`config.mk`:
```
export PLATFORM = sky130hd
export DESIGN_NAME = descrambler_flat
export DESIGN_NICKNAME = d
export VERILOG_FILES = /design/src/rtl/descrambler_if.sv /design/src/rtl/descrambler.sv /design/src/flat_wrapper.sv
export SDC_FILE = /design/constraint.sdc
export NUM_CORES = 1
export LEC_CHECK = 0
export CAP_MARGIN = 25
export CORE_AREA = 5 5 42 44
export CTS_CLUSTER_DIAMETER = 150
export CTS_CLUSTER_SIZE = 10
export DETAILED_ROUTE_END_ITERATION = 10
export DIE_AREA = 0 0 47 49
export PLACE_DENSITY = 0.37
export SYNTH_ARGS = -nofsm -noshare
export SYNTH_HDL_FRONTEND = slang
export SYNTH_SLANG_ARGS = --single-unit
```
`constraint.sdc`:
```
create_clock -name i_clk -period 0.95 [get_ports i_clk]
set_clock_uncertainty 0.15 [all_clocks]
set_input_delay 0.095 -clock i_clk [delete_from_list [all_inputs] [get_ports i_clk]]
set_output_delay 0.095 -clock i_clk [all_outputs]
set_load 0.05 [all_outputs]
```
`src/rtl/descrambler_if.sv`:
```
// Serial bit-stream interface for the descrambler.
// i_bit is the scrambled bit into the block; o_bit is the descrambled bit out of it.
interface descrambler_if;
  logic i_bit;
  logic o_bit;

  modport master (
    output i_bit,
    input  o_bit
  );

  modport slave (
    input  i_bit,
    output o_bit
  );
endinterface

```
`src/rtl/descrambler.sv`:
```
// Additive 802.11a descrambler (x^7 + x^4 + 1).
// The LFSR runs free from SEED. Received data never enters the state.
module descrambler #(
  parameter logic [6:0]  SEED  = 7'b1111111,
  parameter int unsigned TAP_A = 6,
  parameter int unsigned TAP_B = 3
) (
  input  logic          i_clk,
  input  logic          i_rst,
  descrambler_if.slave  io_bus
);

  logic [6:0] r_lfsr;
  logic       w_pn;

  assign w_pn = r_lfsr[TAP_A] ^ r_lfsr[TAP_B];

  always_ff @(posedge i_clk or posedge i_rst) begin
    if (i_rst) begin
      r_lfsr <= SEED;
    end else begin
      r_lfsr <= {r_lfsr[5:0], w_pn};
    end
  end

  // Zero-latency path: the output follows i_bit within the same cycle.
  assign io_bus.o_bit = io_bus.i_bit ^ w_pn;

endmodule

```
`src/flat_wrapper.sv`:
```
// flat-port wrapper written by rule: the top's interface ports become plain ports
module descrambler_flat 
#(
  parameter logic [6:0]  SEED  = 7'b1111111,
  parameter int unsigned TAP_A = 6,
  parameter int unsigned TAP_B = 3
)
  (i_clk, i_rst, io_bus_i_bit, io_bus_o_bit);
  descrambler_if io_bus_i ();
  input  logic i_clk;
  input  logic i_rst;
  input wire logic [$bits(io_bus_i.i_bit)-1:0] io_bus_i_bit;
  output wire logic [$bits(io_bus_i.o_bit)-1:0] io_bus_o_bit;
  assign io_bus_i.i_bit = io_bus_i_bit;
  assign io_bus_o_bit = io_bus_i.o_bit;
  descrambler #(.SEED(SEED), .TAP_A(TAP_A), .TAP_B(TAP_B)) u_core (.i_clk(i_clk), .i_rst(i_rst), .io_bus(io_bus_i));
endmodule
```
==> results by group <==
Global route
  • Grt met1 use: under 10%
  • M3 GR Usage: 4.43%
  • Gr ovfl total: 0
  • First-pass GRT wire length: 524 um
  • GRT busiest layer: met4
  • Number of global-route vias before repair: 124
  • Tot GR Track Use: 3.98%
  • Grt met2 use: between 3 and 4%
  • Antenna violations before repair: 0
  • Pin count of the biggest net entering global routing: 8

Logic synthesis
  • Sequential cell area fraction in the yosys report: 83.5%
  • Yosys top cell area share: 83.5%
  • Syn Nets: 13
  • Post-Synthesis Cells: 10
  • Synth top area cells: dfstp_2 84%, xor3_1 11%, xor2_1 4.0%
  • #FFs+latches synth: 7
  • Yosys warns: 0
  • Synthesized cell area: 220 um^2
  • FFs w/ async S/R, synth: 100%
  • Area leader, netlist: dfstp_2
  • Distinct cells, synth: 4
  • EDFF count, synth: 0
  • Post-synth top cells: 7 x dfstp_2, 1 x inv_1, 1 x xor2_1, 1 x xor3_1
  • Count leader, synth: dfstp_2
  • Most used DFF post-synth: dfstp_2
  • Avg Cell Area, Syn: 22.0 um^2

Clocking
  • Root buffer cell: clkbuf_4
  • H-tree Lvls: 1
  • Clock latency on the worst-skew pair: 250 ps
  • Clk buf depth: 2
  • Clock Pin Slew Worst Setup and Hold Paths: 50 ps
  • Clock Sinks: 7
  • Hold-fix buffers, CTS: 0
  • CTS tree: done
  • TritonCTS Buffers: 3

Critical path
  • WP data arrival: 1290 ps
  • R2R Setup Slk: -210 ps
  • Worst-path fanout max: 2
  • Reg2Reg Launch Point: u_core.r_lfsr[3]
  • Setup crit end kind: output pin
  • Startpoint Class: register
  • Critical Path RT: 700 ps
  • Worst Setup Path Type: reg2out
  • Crit Reg-Reg Endpoint: u_core.r_lfsr[0]
  • Worst reg2reg path depth: 4

Layout
  • Final instance area: around 350 um^2
  • Biggest register: u_core.r_lfsr
  • Final #Nets: 25
  • Largest regs: u_core.r_lfsr x7
  • Area Overhead vs Synth: 60.2%
  • Number of diodes: 0
  • Layout cells sized above 1: 81.0%
  • Non-Filler Instances: 37
  • Largest register FFs: 7

Pwr
  • Sw frac: 19.9%
  • Power share of the clock group: 43.8%
  • Power Dens Cells: ~1700 nW/um^2
  • Pint: 481 uW
  • Combinational share of power: 6.2%
  • NetSw: ~120 uW
  • Sequential cell fraction of total power: 50.0%
  • Leakage: 0.152 nW
  • Peak VDD IR: ~0.77 mV

Floorplan
  • Starting density of the core: 15.7%
  • Ports: 4
  • Die Ht: between 40 and 50 um
  • Core area: 1400 um^2
  • Die area: 2300 um^2
  • Die span in x: 47 um
  • # rows: 14

Timing
  • RSZ-0062 raised after global routing: yes
  • Final worst slack: -587 ps
  • Final min period: approximately 1500 ps
  • Max transition margin: between 80% and 90%
  • Setup-failing EPs final: 3
  • Least-Margin Pin Slew: around 240 ps
  • Fmax: 651 MHz
  • Final hold vios: 0
  • Final Max Slew Viols: 0
  • Fin crit share: 162%

Flow run
  • Max cap viols: 0

Place
  • Dpl cells: 31
  • # port buffers: 3
  • Placement Cell Area: ~300 um^2
  • Worst slack, placed: -456 ps
  • Routability cong.: 0.583

Run status
  • Run status: complete, but fails checks
  • Failing checks: negative setup slack

Routing
  • Vias: 108
  • Routed WL: 327 um
  • DRC errors left: 0
  • First-pass DRT Iterations: 2
  • DR vias/cell: 2.92
  • Detailed Route Iter0 Violations: 1
  • Wire per inst: 8.84 um
  • Final ANT Viol Nets: 0

Min path
  • Hold Path Class: in2async
-- what timing repair did --
action	in CTS	in global routing
setup buffers	1	1
gates resized for setup	1	2
setup endpoints to repair	2	3
pin swaps	2	1
-- layout by cell type, fill, tap and decap left out --
cell type	Yosys	final
inv_1	1	1
clkbuf_1	0	1
dfstp_2	7	7
buf_4	0	2
clkdlybuf4s50_1	0	2
clkbuf_4	0	3
buf_12	0	1
xor2_2	0	1
buf_6	0	2
xor3_2	0	1
-- per-layer routing --
layer | up-vias | wire length, um
met4 | 0 | 6
met3 | 2 | 39
li1 | 50 | -
met1 | 52 | 143
met2 | 4 | 138
met5 | - | 0
-- power by group through the flow --
stage / clock network [mW] / registers [mW] / logic (mW)
4_1_cts: 0.282 / 0.300 / 0.0382
5_1_grt: 0.287 / 0.300 / 0.0394
2_1_floorplan: 0 / 0.304 / 0.0184
3_3_place_gp: 0 / 0.304 / 0.0375
3_5_place_dp: 0 / 0.304 / 0.0380
6_report: 0.263 / 0.300 / 0.0373
-- worst max path at each step --
stage,end,depth (start not counted),slack [ps],start
global placement,io_bus_o_bit,3,-450,io_bus_i_bit
detailed placement,io_bus_o_bit,3,-460,io_bus_i_bit
finish,io_bus_o_bit,2,-590,u_core.r_lfsr[3]
CTS,io_bus_o_bit,2,-610,u_core.r_lfsr[3]
floorplan,io_bus_o_bit,1,-290,u_core.r_lfsr[6]
global route,io_bus_o_bit,2,-620,u_core.r_lfsr[3]
-- worst max-delay path: stages (launching register included) --
cell	delay [ps]
dfstp_2	540
xor3_2	350
buf_12	160
-- kinds of logic (layout without fill, tap and decap cells) --
| kind of cell | Yosys count | count (layout) | share of synthesized area (%) |
|---|---|---|---|
| buffers and inverters | 1 | 12 | 1.70 |
| DFF | 7 | 7 | 83.5 |
| xor gates and xnor gates | 2 | 2 | 14.8 |
-- metrics by stage --
stage                     power [mW]  TNS [ps]  hold slack, ps  utilization, %
after detailed placement       0.342      -508             199            21.2
final                          0.600      -860             150            25.2
after CTS                      0.620      -770             154            23.8
after global placement         0.341      -537             196            21.2
after floorplan                0.322      -286           -34.1               -
after global routing           0.626      -943             191            25.2
-- layout make-up --
class                   count  area (um^2)
inverters                   1         3.75
flip-flops and latches      7          184
multi-input cells           2         41.3
repair buffers              7         77.6
clock buffers               4         26.3
well taps                  16         20.0
fillers                   161         1050
Power figures use the tool's default switching activity.
